`src/rtl/stack_unit_if.sv`:
```
// Stack port bundle: push/pop/clear requests in, top entry, count and status out.
interface stack_unit_if #(
    parameter int DATA_WIDTH   = 32,
    parameter int AMOUNT_WIDTH = 16
);
    logic                    STACK_push_flag;
    logic [DATA_WIDTH-1:0]   STACK_push_value;
    logic                    STACK_pop_flag;
    logic                    STACK_clear_flag;
    logic [DATA_WIDTH-1:0]   STACK_TOP;
    logic [AMOUNT_WIDTH-1:0] STACK_AMOUNT;
    logic                    STACK_full;
    logic                    STACK_empty;
    logic                    STACK_overflow;
    logic                    STACK_underflow;

    modport master (
        output STACK_push_flag, STACK_push_value, STACK_pop_flag, STACK_clear_flag,
        input  STACK_TOP, STACK_AMOUNT, STACK_full, STACK_empty,
               STACK_overflow, STACK_underflow
    );

    modport slave (
        input  STACK_push_flag, STACK_push_value, STACK_pop_flag, STACK_clear_flag,
        output STACK_TOP, STACK_AMOUNT, STACK_full, STACK_empty,
               STACK_overflow, STACK_underflow
    );
endinterface

```
`src/rtl/stack_unit.sv`:
```
// LIFO stack; push/pop/clear take effect one cycle after sampling, top/status are combinational.
// No backpressure: pushes onto a full stack are dropped and flagged, pops on empty are flagged.
module stack_unit #(
    parameter int DEPTH        = 64,
    parameter int DATA_WIDTH   = 32,
    parameter int AMOUNT_WIDTH = 16
) (
    input  logic         clock,
    input  logic         reset,
    stack_unit_if.slave  bus
);
    localparam int IDX_W = (DEPTH > 1) ? $clog2(DEPTH) : 1;
    localparam logic [AMOUNT_WIDTH-1:0] DEPTH_A = AMOUNT_WIDTH'(DEPTH);

    logic [DATA_WIDTH-1:0]   mem [DEPTH];
    logic [AMOUNT_WIDTH-1:0] amt, amt_nxt;
    logic                    ovf, ovf_nxt;
    logic                    udf, udf_nxt;
    logic                    wr_en;
    logic [IDX_W-1:0]        wr_idx;
    logic [IDX_W-1:0]        top_idx;
    logic                    full, empty;

    assign full    = (amt == DEPTH_A);
    assign empty   = (amt == '0);
    assign top_idx = IDX_W'(amt - 1'b1);

    always_comb begin
        amt_nxt = amt;
        ovf_nxt = ovf;
        udf_nxt = udf;
        wr_en   = 1'b0;
        wr_idx  = IDX_W'(amt);
        if (bus.STACK_clear_flag) begin
            amt_nxt = '0;
            ovf_nxt = 1'b0;
            udf_nxt = 1'b0;
        end else if (bus.STACK_push_flag && bus.STACK_pop_flag) begin
            // Simultaneous push+pop replaces the top; on empty it degenerates to a plain push.
            wr_en = 1'b1;
            if (empty) begin
                wr_idx  = '0;
                amt_nxt = AMOUNT_WIDTH'(1);
            end else begin
                wr_idx = top_idx;
            end
        end else if (bus.STACK_push_flag) begin
            if (full) begin
                ovf_nxt = 1'b1;
            end else begin
                wr_en   = 1'b1;
                amt_nxt = amt + 1'b1;
            end
        end else if (bus.STACK_pop_flag) begin
            if (empty) begin
                udf_nxt = 1'b1;
            end else begin
                amt_nxt = amt - 1'b1;
            end
        end
    end

    always_ff @(posedge clock) begin
        if (reset) begin
            amt <= '0;
            ovf <= 1'b0;
            udf <= 1'b0;
        end else begin
            amt <= amt_nxt;
            ovf <= ovf_nxt;
            udf <= udf_nxt;
        end
    end

    // Storage has no reset so it can map onto a RAM; validity is tracked by amt alone.
    always_ff @(posedge clock) begin
        if (wr_en && !reset) begin
            mem[wr_idx] <= bus.STACK_push_value;
        end
    end

    assign bus.STACK_TOP       = empty ? '0 : mem[top_idx];
    assign bus.STACK_AMOUNT    = amt;
    assign bus.STACK_full      = full;
    assign bus.STACK_empty     = empty;
    assign bus.STACK_overflow  = ovf;
    assign bus.STACK_underflow = udf;
endmodule

```
`src/flat_wrapper.sv`:
```
// flat-port wrapper written by rule: the top's interface ports become plain ports
module stack_unit_flat 
#(
    parameter int DEPTH        = 64,
    parameter int DATA_WIDTH   = 32,
    parameter int AMOUNT_WIDTH = 16
)
  (clock, reset, bus_STACK_push_flag, bus_STACK_push_value, bus_STACK_pop_flag, bus_STACK_clear_flag, bus_STACK_TOP, bus_STACK_AMOUNT, bus_STACK_full, bus_STACK_empty, bus_STACK_overflow, bus_STACK_underflow);
  stack_unit_if #(.DATA_WIDTH(DATA_WIDTH), .AMOUNT_WIDTH(AMOUNT_WIDTH)) bus_i ();
  input  logic clock;
  input  logic reset;
  input wire logic [$bits(bus_i.STACK_push_flag)-1:0] bus_STACK_push_flag;
  input wire logic [$bits(bus_i.STACK_push_value)-1:0] bus_STACK_push_value;
  input wire logic [$bits(bus_i.STACK_pop_flag)-1:0] bus_STACK_pop_flag;
  input wire logic [$bits(bus_i.STACK_clear_flag)-1:0] bus_STACK_clear_flag;
  output wire logic [$bits(bus_i.STACK_TOP)-1:0] bus_STACK_TOP;
  output wire logic [$bits(bus_i.STACK_AMOUNT)-1:0] bus_STACK_AMOUNT;
  output wire logic [$bits(bus_i.STACK_full)-1:0] bus_STACK_full;
  output wire logic [$bits(bus_i.STACK_empty)-1:0] bus_STACK_empty;
  output wire logic [$bits(bus_i.STACK_overflow)-1:0] bus_STACK_overflow;
  output wire logic [$bits(bus_i.STACK_underflow)-1:0] bus_STACK_underflow;
  assign bus_i.STACK_push_flag = bus_STACK_push_flag;
  assign bus_i.STACK_push_value = bus_STACK_push_value;
  assign bus_i.STACK_pop_flag = bus_STACK_pop_flag;
  assign bus_i.STACK_clear_flag = bus_STACK_clear_flag;
  assign bus_STACK_TOP = bus_i.STACK_TOP;
  assign bus_STACK_AMOUNT = bus_i.STACK_AMOUNT;
  assign bus_STACK_full = bus_i.STACK_full;
  assign bus_STACK_empty = bus_i.STACK_empty;
  assign bus_STACK_overflow = bus_i.STACK_overflow;
  assign bus_STACK_underflow = bus_i.STACK_underflow;
  stack_unit #(.DEPTH(DEPTH), .DATA_WIDTH(DATA_WIDTH), .AMOUNT_WIDTH(AMOUNT_WIDTH)) u_core (.clock(clock), .reset(reset), .bus(bus_i));
endmodule
```
`config.mk`:
```
export PLATFORM = sky130hd
export DESIGN_NAME = stack_unit_flat
export DESIGN_NICKNAME = d
export VERILOG_FILES = /design/src/rtl/stack_unit_if.sv /design/src/rtl/stack_unit.sv /design/src/flat_wrapper.sv
export SDC_FILE = /design/constraint.sdc
export NUM_CORES = 2
export LEC_CHECK = 0
export BUFFER_PORTS_ARGS = -buffer_cell sky130_fd_sc_hd__buf_2
export CAP_MARGIN = 5
export CORE_MARGIN = 1
export CORE_UTILIZATION = 40
export CTS_BUF_LIST = sky130_fd_sc_hd__clkbuf_4 sky130_fd_sc_hd__clkbuf_8
export DETAILED_ROUTE_END_ITERATION = 7
export HOLD_SLACK_MARGIN = 0.06
export PLACE_DENSITY = 0.67
export SYNTH_ARGS = -nofsm -noshare
export SYNTH_HDL_FRONTEND = slang
export SYNTH_SLANG_ARGS = --single-unit
```
`constraint.sdc`:
```
create_clock -name clock -period 5.25 [get_ports clock]
set_input_delay 0.525 -clock clock [delete_from_list [all_inputs] [get_ports clock]]
set_output_delay 0.525 -clock clock [all_outputs]
set_load 0.02 [all_outputs]
```
==> flow_summary.json <==
{
  "power.density_nw_per_um2": 409,
  "die_area_um2": 201000,
  "final_cell_area_um2": 91200,
  "net-switching-power_uw": 9910,
  "grt_max_degree": 91,
  "status": "completed",
  "portBuffers": 88,
  "dr.pass1.iters": 6,
  "startpoint_type": "flip-flop",
  "grt_pass1_wl_um": 293000,
  "start_util": 0.403,
  "required_ps": 4720,
  "final_common_cell": "edfxtp_1",
  "setup_viol_count_final": 0,
  "synth.distinct_cells": 62,
  "syn_inst": 3657,
  "worst_pin_slew_ps": 1260,
  "maxCapViolations": 0,
  "syn_area_um2": 79700,
  "wl_per_cell_um": 29.7,
  "drt_iter0_drc": 4848,
  "ys.flop_type": "edfxtp_1",
  "hold_start": "bus_STACK_push_value[16]",
  "antenna_left": 0,
  "final_util": 0.462,
  "timing.final.ws_setup_ps": 177,
  "rsz0062_at_grt": "no",
  "antenna_found_initial": 11,
  "num_vias": 40100,
  "dp_slack_ps": 534,
  "max_freq_mhz": 197,
  "ir_drop_mv": 0.305,
  "fillers": 16100,
  "core_area_um2": 198000,
  "clockPowerShare": 0.353,
  "r2r_end": "u_core.mem[36][22]",
  "intPower_uw": 27400,
  "p_sw_frac": 0.266,
  "min_path_type": "in -> reg",
  "nets": 4099,
  "place_hpwl_um": 113000,
  "die_h_um": 448,
  "arrival_ps": 4550,
  "period_needed_ps": 5070,
  "die_w_um": 448,
  "tns_ps": 0,
  "placed_area_um2": 84900,
  "power_uw": 37300,
  "multi_input_area_um2": 17500,
  "max-slew-margin-rel": 0.157,
  "holdPathStages": 2,
  "avgViaCountPerCell": 5.79,
  "clock_path_buffers": 4,
  "ys_ff_latch": 2066,
  "htree_levels": 5,
  "grt_pass1_vias": 40900,
  "finalCritPeriodShare": 0.966,
  "worstSetupPathType": "reg -> out",
  "regArea_um2": 61900,
  "syn_nets": 3696,
  "grt-ovfl-total": 0,
  "p_leak_uw": 0.0281,
  "cts_made_buffers": 338,
  "clkLatencyLatePin_ps": 1080,
  "min_to": "u_core.mem[45][16]",
  "endpoint_kind": "primary output",
  "drc_errors": 0,
  "async_flop_share": 0,
  "gp_congestion": 0.810,
  "layout_common_cells": "edfxtp_1, mux4_2, clkbuf_8, nand2_1, nand3_1",
  "yosys_warnings": 0,
  "grt_usage": 0.205,
  "hold_viol_final": 0,
  "cts_tree": "built",
  "drive_gt1_frac": 0.330,
  "power_frac_comb": 0.158,
  "p_seq_frac": 0.489,
  "fin_skew_ps": 124,
  "clock_sinks": 2066,
  "drt_wl_total_um": 205000,
  "reg2reg_slack_ps": 770,
  "area_growth_pct": 14.5,
  "pin_count": 89,
  "clk_pin_slew_ps": 70,
  "rows": 163,
  "rr_startpoint": "u_core.bus.STACK_AMOUNT[0]",
  "slew_viol_final": 0,
  "seq_area_frac_synth": 0.776,
  "cp_max_fo": 59,
  "synth_area_per_cell_um2": 21.8,
  "root_buffer": "clkbuf_8",
  "rr_worst_depth": 9,
  "synth_edf_count": 2048
}
==> per-layer routing <==
| layer | GRT usage | wire length, um |
|---|---|---|
| met2 | 0.337 | 102000 |
| met3 | 0.0410 | 16600 |
| met1 | 0.270 | 79700 |
| met5 | 0 | 13 |
| met4 | 0.0744 | 7130 |
==> kinds of logic after synthesis <==
logic type / Yosys count / synth area share
buffers and inverters: 217 / 0.0126
adder cells (fa/ha/maj): 2 / 0.000314
AND/OR/NAND/NOR: 617 / 0.0332
AO/OA/AOI/OAI: 151 / 0.0146
XOR/XNOR: 18 / 0.00221
multiplexers: 586 / 0.161
flip-flops: 2066 / 0.776
==> what timing repair did <==
item / 4_1_cts / 5_1_grt
buffers inserted: 3 / 0
hold endpoints to repair: 8 / 0
hold buffers: 7 / 0
gates resized for setup: 15 / 4
pin swaps: 1 / 0
setup endpoints to repair: 32 / 3
==> critical path: stages (launching register included) <==
cell,delay (ps)
dfxtp_1,440
or3_1,670
xnor2_4,350
buf_16,390
mux4_2,570
o2111ai_1,510
nand2_1,320
buf_2,250
==> Yosys cell counts (4+ instances only) <==
| master | instances | area (um2) |
|---|---|---|
| dfxtp_1 | 18 | 360 |
| nor2_1 | 92 | 345 |
| o22ai_1 | 12 | 75.1 |
| or3_1 | 5 | 31.3 |
| clkbuf_1 | 94 | 353 |
| a22oi_1 | 4 | 30.0 |
| o31ai_1 | 4 | 30.0 |
| and3_1 | 5 | 31.3 |
| nand4_1 | 4 | 25.0 |
| buf_4 | 17 | 128 |
| a211oi_1 | 7 | 52.6 |
| o2111ai_1 | 47 | 412 |
| nor3_1 | 19 | 95.1 |
| buf_1 | 17 | 63.8 |
| mux4_2 | 558 | 12600 |
| a21oi_1 | 24 | 120 |
| edfxtp_1 | 2048 | 61500 |
| mux2i_1 | 28 | 280 |
| nor4_1 | 4 | 25.0 |
| nand3_1 | 139 | 696 |
| a32oi_1 | 4 | 35.0 |
| o21ai_0 | 5 | 25.0 |
| buf_2 | 76 | 380 |
| nand2_1 | 327 | 1230 |
| xnor2_1 | 16 | 140 |
| o21ai_1 | 6 | 30.0 |
| a32o_1 | 15 | 150 |
| buf_6 | 4 | 45.0 |
| inv_1 | 9 | 33.8 |
==> sequential cells by signal, indices dropped and copies added, names as in the netlist <==
| signal | cells |
|---|---|
| u_core.bus.STACK_overflow | 1 |
| u_core.bus.STACK_AMOUNT | 16 |
| u_core.mem | 2048 |
| u_core.bus.STACK_underflow | 1 |
==> worst max path at each step <==
| stage | to | start | slack [ps] |
|---|---|---|---|
| 5_1_grt | bus_STACK_TOP[13] | u_core.bus.STACK_AMOUNT[1] | 10 |
| 6_report | bus_STACK_TOP[24] | u_core.bus.STACK_AMOUNT[1] | 180 |
| 2_1_floorplan | u_core.mem[3][0] | u_core.bus.STACK_AMOUNT[0] | 830 |
| 3_3_place_gp | bus_STACK_TOP[22] | u_core.bus.STACK_AMOUNT[0] | 610 |
| 3_5_place_dp | bus_STACK_TOP[22] | u_core.bus.STACK_AMOUNT[0] | 530 |
| 4_1_cts | bus_STACK_TOP[1] | u_core.bus.STACK_AMOUNT[0] | 30 |
==> stage by stage <==
stage | std cells | hold slack [ps]
2_1_floorplan | 3657 | 570
3_3_place_gp | 6350 | 457
3_5_place_dp | 6350 | 459
4_1_cts | 6918 | 80.3
5_1_grt | 6919 | 130
6_report | 6920 | 165
==> power by group through the flow <==
| stage | Sequential [uW] | Combinational [uW] | Clock [uW] |
|---|---|---|---|
| global route | 18200 | 6170 | 14100 |
| CTS | 18200 | 5950 | 13400 |
| floorplan | 18600 | 3500 | 0 |
| finish | 18200 | 5910 | 13200 |
| detailed placement | 18600 | 5860 | 0 |
| global placement | 18600 | 5830 | 0 |
==> final cells by class <==
cell class	count	area share
multi-input combinational	1374	0.192
tap	2640	0.0362
antenna	2	0.0000548
clock inverter	121	0.00808
clock buffer	437	0.0594
timing repair buffer	271	0.0258
sequential	2066	0.678
inverter	9	0.000370
(Power assumes the default switching activity.)
